==> src/rtl/mul_pkg.sv <==
// Shared multiplier definitions: FSM state encodings and default operand width.
package mul_pkg;
  localparam int MUL_WIDTH = 32;

  typedef enum logic [1:0] {
    MUL_IDLE = 2'd0,
    MUL_RUN  = 2'd1,
    MUL_DONE = 2'd2
  } mul_state_t;
endpackage

==> src/rtl/mul_int_seq_if.sv <==
// Start/done handshake and operand/product bus of the sequential multiplier.
import mul_pkg::*;

interface mul_int_seq_if #(
  parameter int WIDTH = MUL_WIDTH
);
  logic               start;
  logic [WIDTH-1:0]   a;
  logic [WIDTH-1:0]   b;
  logic               busy;
  logic               done;
  logic [2*WIDTH-1:0] p;

  modport master (output start, a, b, input busy, done, p);
  modport slave  (input start, a, b, output busy, done, p);
endinterface

==> src/rtl/mul_int_seq_step.sv <==
// One radix-2 shift-add iteration, purely combinational.
import mul_pkg::*;

module mul_step #(
  parameter int WIDTH = MUL_WIDTH
) (
  input  logic [2*WIDTH-1:0] acc,
  input  logic [2*WIDTH-1:0] mcand,
  input  logic [WIDTH-1:0]   mplier,
  output logic [2*WIDTH-1:0] acc_nx,
  output logic [2*WIDTH-1:0] mcand_nx,
  output logic [WIDTH-1:0]   mplier_nx,
  output logic               zero
);
  assign acc_nx    = mplier[0] ? acc + mcand : acc;
  assign mcand_nx  = mcand << 1;
  assign mplier_nx = mplier >> 1;
  assign zero      = (mplier_nx == '0);
endmodule

==> src/rtl/mul_int_seq.sv <==
// Sequential shift-add unsigned multiplier, one partial product per clock.
// Optional macro MUL_EARLY_TERM_EN: finish as soon as the remaining multiplier bits are zero.
import mul_pkg::*;

module mul_int_seq #(
  parameter int WIDTH = MUL_WIDTH,
  parameter int CNT_W = 6
) (
  input logic          clk,
  input logic          rst_n,
  mul_int_seq_if.slave bus
);
  mul_state_t         state, state_nx;
  logic [2*WIDTH-1:0] acc, mcand, acc_nx, mcand_nx, p;
  logic [WIDTH-1:0]   mplier, mplier_nx;
  logic [CNT_W-1:0]   cnt;
  logic               zero, last, finish, accept;

  mul_step #(.WIDTH(WIDTH)) u_step (
    .acc      (acc),
    .mcand    (mcand),
    .mplier   (mplier),
    .acc_nx   (acc_nx),
    .mcand_nx (mcand_nx),
    .mplier_nx(mplier_nx),
    .zero     (zero)
  );

  assign accept = bus.start && (state != MUL_RUN);
  assign last   = (cnt == CNT_W'(WIDTH-1));

`ifdef MUL_EARLY_TERM_EN
  assign finish = last || zero;
`else
  // After WIDTH shifts the multiplier is necessarily empty, so zero always holds with last.
  assign finish = last && zero;
`endif

  always_comb begin
    state_nx = state;
    case (state)
      MUL_IDLE: if (accept) state_nx = MUL_RUN;
      MUL_RUN:  if (finish) state_nx = MUL_DONE;
      MUL_DONE: state_nx = accept ? MUL_RUN : MUL_IDLE;
      default:  state_nx = MUL_IDLE;
    endcase
  end

  always_ff @(posedge clk or negedge rst_n) begin
    if (!rst_n) state <= MUL_IDLE;
    else        state <= state_nx;
  end

  always_ff @(posedge clk or negedge rst_n) begin
    if (!rst_n) begin
      acc    <= '0;
      mcand  <= '0;
      mplier <= '0;
      cnt    <= '0;
      p      <= '0;
    end else if (accept) begin
      acc    <= '0;
      mcand  <= {{WIDTH{1'b0}}, bus.a};
      mplier <= bus.b;
      cnt    <= '0;
    end else if (state == MUL_RUN) begin
      acc    <= acc_nx;
      mcand  <= mcand_nx;
      mplier <= mplier_nx;
      cnt    <= cnt + CNT_W'(1);
      if (finish) p <= acc_nx;
    end
  end

  assign bus.busy = (state == MUL_RUN);
  assign bus.done = (state == MUL_DONE);
  assign bus.p    = p;
endmodule
==> src/flat_wrapper.sv <==
// flat-port wrapper written by rule: the top's interface ports become plain ports
module mul_int_seq_flat 
#(
  parameter int WIDTH = MUL_WIDTH,
  parameter int CNT_W = 6
)
  (clk, rst_n, bus_start, bus_a, bus_b, bus_busy, bus_done, bus_p);
  mul_int_seq_if #(.WIDTH(WIDTH)) bus_i ();
  input logic clk;
  input logic rst_n;
  input wire logic [$bits(bus_i.start)-1:0] bus_start;
  input wire logic [$bits(bus_i.a)-1:0] bus_a;
  input wire logic [$bits(bus_i.b)-1:0] bus_b;
  output wire logic [$bits(bus_i.busy)-1:0] bus_busy;
  output wire logic [$bits(bus_i.done)-1:0] bus_done;
  output wire logic [$bits(bus_i.p)-1:0] bus_p;
  assign bus_i.start = bus_start;
  assign bus_i.a = bus_a;
  assign bus_i.b = bus_b;
  assign bus_busy = bus_i.busy;
  assign bus_done = bus_i.done;
  assign bus_p = bus_i.p;
  mul_int_seq #(.WIDTH(WIDTH), .CNT_W(CNT_W)) u_core (.clk(clk), .rst_n(rst_n), .bus(bus_i));
endmodule
==> config.mk <==
export PLATFORM = sky130hd
export DESIGN_NAME = mul_int_seq_flat
export DESIGN_NICKNAME = d
export VERILOG_FILES = /design/src/rtl/mul_pkg.sv /design/src/rtl/mul_int_seq_if.sv /design/src/rtl/mul_int_seq_step.sv /design/src/rtl/mul_int_seq.sv /design/src/flat_wrapper.sv
export SDC_FILE = /design/constraint.sdc
export NUM_CORES = 1
export LEC_CHECK = 0
export ABC_AREA = 1
export CAP_MARGIN = 20
export CORE_ASPECT_RATIO = 1.1
export CORE_UTILIZATION = 60
export DETAILED_ROUTE_END_ITERATION = 16
export PLACE_DENSITY = 0.82
export REMOVE_ABC_BUFFERS = 1
export SLEW_MARGIN = 20
export SYNTH_ARGS = -nofsm -noshare
export SYNTH_HDL_FRONTEND = slang
export SYNTH_HIERARCHICAL = 1
export SYNTH_SLANG_ARGS = --single-unit
==> constraint.sdc <==
create_clock -name clk -period 5.37 [get_ports clk]
set_input_delay 1.074 -clock clk [delete_from_list [all_inputs] [get_ports clk]]
set_output_delay 1.074 -clock clk [all_outputs]
set_load 0.05 [all_outputs]
# After elaboration in Yosys (flattened, before gate mapping)
# Cells that the tools add are included.
dict set report op_classes {
  addsub 2
  n_eq_ne 6
  n_mux 13
  bitwise 1
  reduce_logical 7
}
# operator count
set op_table {}
lappend op_table {{$mux W64} 5}
lappend op_table {{$add A64 B64 Y64} 1}
lappend op_table {{$mux W32} 2}
lappend op_table {{$logic_not A32 Y1} 1}
lappend op_table {{$mux W6} 2}
lappend op_table {{$add A6 B1 Y6 const B} 1}
lappend op_table {{$eq A6 B5 Y1 const B} 1}
lappend op_table {{$ne A2 B1 Y1 const B} 3}
lappend op_table {{$pmux W2 S3} 1}
lappend op_table {{$mux W2} 2}
lappend op_table {{$reduce_and A3 Y1} 1}
lappend op_table {{$eq A2 B1 Y1 const B} 1}
lappend op_table {{$eq A2 B2 Y1 const B} 1}
lappend op_table {{$logic_and A1 B1 Y1} 2}
lappend op_table {{$logic_not A2 Y1} 1}
lappend op_table {{$reduce_and A2 Y1} 1}
lappend op_table {{$reduce_bool A2 Y1} 1}
lappend op_table {{$mux W1} 1}
lappend op_table {{$not A1 Y1} 1}
dict set report word_totals {
  ff_bits 232
  word_cells 35
}

# Logic depth before layout (Yosys ltp)
dict set report depth {
  ltp_word 4
  mapped_depth 17
  mapped_depth_nobuf 17
}

# Modules after synthesis
# The synthesis kept the hierarchy.
# module instances cells_per_inst area_each_um2 seq_area_each_um2
set modules_own_cells {}
lappend modules_own_cells {mul_int_seq 1 1094 9451.6 5805.6}
lappend modules_own_cells {mul_step 1 1533 7420.9 0.0}

# Worst setup path before layout
# Ideal clock, no wire load.
dict set report synth_timing {
  path_kind {reg-to-output}
  from {reg u_core.state[0]}
  to {out bus_busy}
  arrival_time_ns 1.088
  setup_slack_ns 3.208
  stages_incl_launch_ff 5
  cell_sequence {dfrtp_1 -> inv_2 -> nor2_4 -> buf_2 -> buf_2}
}
dict set report synth_between {
  elab_chain_len 1
}
# element line
set synth_rtl {}
lappend synth_rtl {{from (decl)} mul_int_seq.sv:13} ;# mul_state_t state, state_nx;
lappend synth_rtl {{from (signal assigned)} mul_int_seq.sv:51} ;# else state <= state_nx;
lappend synth_rtl {{$eq A2 B1 Y1} mul_int_seq.sv:75} ;# assign bus.busy = (state == MUL_RUN);
lappend synth_rtl {{to (decl)} flat_wrapper.sv:14} ;# output wire logic [$bits(bus_i.busy)-1:0] bus_busy;
# No other way between the ends.

# Worst setup path after layout
# Ends and elaborated chain as after synthesis.

==> metrics <==
XOR/XNOR Fraction of Synth Area 1.45%; Longest Clk Path Bufs 3; critical path required time 4.30 ns; Primary FF master, synth dfrtp_1; maximum VDD drop 321 uV; drt first pass iters 5; H-tree levels 1; Die Y 178 um; final count of pins violating max slew 0; Layout Skew 0.0171 ns; RSZ-0062 raised after global routing no; initial antenna violation count 1; synthesized area 0.0169 mm2; most numerous cell in the Yosys netlist nand2_1; YS warnings 6; top cell type's share of synthesized area 34.4%; drt total wl 48500 um; Final ANT Viol Nets 0; largest family of logic cells by synthesized area simple AND/OR/NAND/NOR gates; post-synthesis compound-gate area fraction 2.80%; CP Data Arrival Time 2.15 ns; I/O pin cnt 133; vias in the first global route 14975; first-pass GRT wire length 77300 um; Final Cycle Share 60.0%; Peak Freq 0.311 GHz; TritonCTS Sinks 232; cells after synthesis 2627; Hold WC Path Type reg2reg; Design Area, Final 0.0185 mm2; row cnt 64; dpl ws 2.35 ns; Slew @ Worst Pin 1.09 ns; global route overflow 0; Core Area 0.0277 mm2; Remaining DRCs 0; final worst path period need 3.22 ns; # setup viols final 0; outcome completed; total power 8.49 mW; starting density of the core 60.9%; mux share of post-synthesis cell area 0%; Num CTS Buffers 25; Synth Area in Adders 4.86%; delay-heaviest family, CP buffers and inverters; final hold slack 0.469 ns; Clock Root Buffer clkbuf_16; Placer Congestion 0.958; Max FO, Critical Path 5; Hold Buf Count CTS 0; die footprint 0.0288 mm2; cell taking the most area after synthesis dfrtp_1; number of library cell types mapped by synthesis 38; drt wl/cell 16.2 um; Die Width 162 um; Async S/R FF share, synth 100%; Slowest Stage Delay on Critical Path 0.87 ns; IO buf count 132; largest net degree at the start of global routing 94; Cell Pwr Density 460 mW/mm2; EDFF count, synth 0; Final Hold Viols 0; clock slew at reported path FFs 0.06 ns; worst-skew pair later-pin latency 0.56 ns; post-DP HPWL 36200 um; Leak 10.2 nW; post-cts resize count 0; placed cell area 0.0177 mm2; fin worst setup slack 2.15 ns; # Max-Cap Violations 0; Synth area leaders dfrtp_1 34%, nand2_1 29%, inv_1 6.9%, ha_1 4.7%, buf_4 4.4%; syn_area_per_cell 6.42 um2; CTS tree built; Worst Path Buf+Inv 2; CP startpoint kind flop; via count 16175; layout cells sized above 1 5.50%; Crit Path Category reg2out; top post-synthesis cells by count 1297 x nand2_1, 308 x inv_1, 232 x dfrtp_1, 135 x nand3_1, 99 x buf_4; critical path endpoint category output port; CP Cell Sequence inv_2 -> nor2_4 -> clkdlybuf4s50_1; First DRT Iteration DRCs 1694; sequential area share after synthesis 34.4%; Finished Layout Cells 2997; Synth Area in Simple Gates 42.4%; dpl cells 2955; area growth from synthesis to layout 9.43%; nets@finish 2751; Post-CTS Setup Bufs 0; Max transition margin 27.4%; slowest CP cell clkdlybuf4s50_1; antenna cells 0; Tot GR Track Use 34.0%; Yosys reg bits 232; vias per cell 5.40
==> final timing paths <==
path                             startpoint               end  slack, ns  depth (start not counted)
hold / removal             u_core/bus.p[26]  u_core/bus.p[26]       0.47                          2
hold reg to reg            u_core/bus.p[26]  u_core/bus.p[26]       0.47                          2
max in group asynchronous             rst_n     u_core/cnt[0]       3.68                          2
min in group asynchronous             rst_n  u_core/bus.p[38]       0.51                          1
setup reg to reg           u_core/mplier[0]  u_core/bus.p[18]       2.22                          5
setup / recovery            u_core/state[0]          bus_busy       2.15                          3
==> routing by layer <==
layer | track usage [%] | part of all wire (%)
met5 | 0 | 0
met4 | 9.63 | 2.5
met3 | 4.77 | 7.1
met2 | 53.7 | 44
met1 | 48.5 | 46
==> metrics by stage <==
stage               setup TNS [ns]  utilization [%]
floorplan                   -14.24                -
global placement                 0             63.7
detailed placement               0             63.8
CTS                              0             66.6
global route                     0             66.6
finish                           0             66.6
==> report_power, final <==
| part | leakage (nW) | total (mW) | internal, mW | switching [mW] |
|---|---|---|---|---|
| registers | 2.83 | 2.30 | 2.03 | 0.274 |
| clock network | 0.386 | 1.71 | 0.974 | 0.737 |
| logic | 7.01 | 4.48 | 1.47 | 3.01 |
==> sequential cells by signal, summed over array words and instances, names as in the netlist <==
| name | count |
|---|---|
| u_core/acc | 64 |
| u_core/mcand | 64 |
| u_core/bus.p | 64 |
| u_core/mplier | 32 |
| u_core/cnt | 6 |
| u_core/state | 2 |
==> worst min-delay path, delay by kind of cell, from the launching register on <==
family	cells	cell delay (ns)
flops	1	0.34
simple gates	2	0.10
==> cell type report <==
cell class / instances / area [um2]
Clock buffer: 35 / 713
Clock inverter: 7 / 83.8
Fill cell: 2465 / 9240
Inverter: 322 / 1210
Multi-Input combinational cell: 1894 / 8720
Sequential cell: 232 / 5810
Tap cell: 363 / 454
Timing Repair Buffer: 144 / 1470
==> cell families (layout without fill, tap and decap cells) <==
| group | count (synthesis) | after routing |
|---|---|---|
| AO/OA/AOI/OAI | 93 | 93 |
| other | 1 | 2 |
| flip-flops | 232 | 232 |
| XOR/XNOR | 28 | 28 |
| buffers and inverters | 502 | 508 |
| AND/OR/NAND/NOR | 1706 | 1706 |
| adder cells (fa/ha/maj) | 65 | 65 |
==> cells in the final DEF (no fill, tap or decap), types with 9 or more instances in the layout <==
master / instances
nand2_1: 1297
inv_1: 307
dfrtp_1: 231
nand3_1: 134
clkdlybuf4s50_1: 131
nor2_1: 90
nand4_1: 77
ha_1: 64
a21oi_1: 45
o21ai_0: 31
nor2_2: 27
xnor2_1: 26
clkbuf_16: 25
nand2_2: 25
o21ai_1: 14
inv_2: 12
nand3_2: 10
nor3_1: 10
nand3b_1: 9
(Power assumes the default switching activity.)
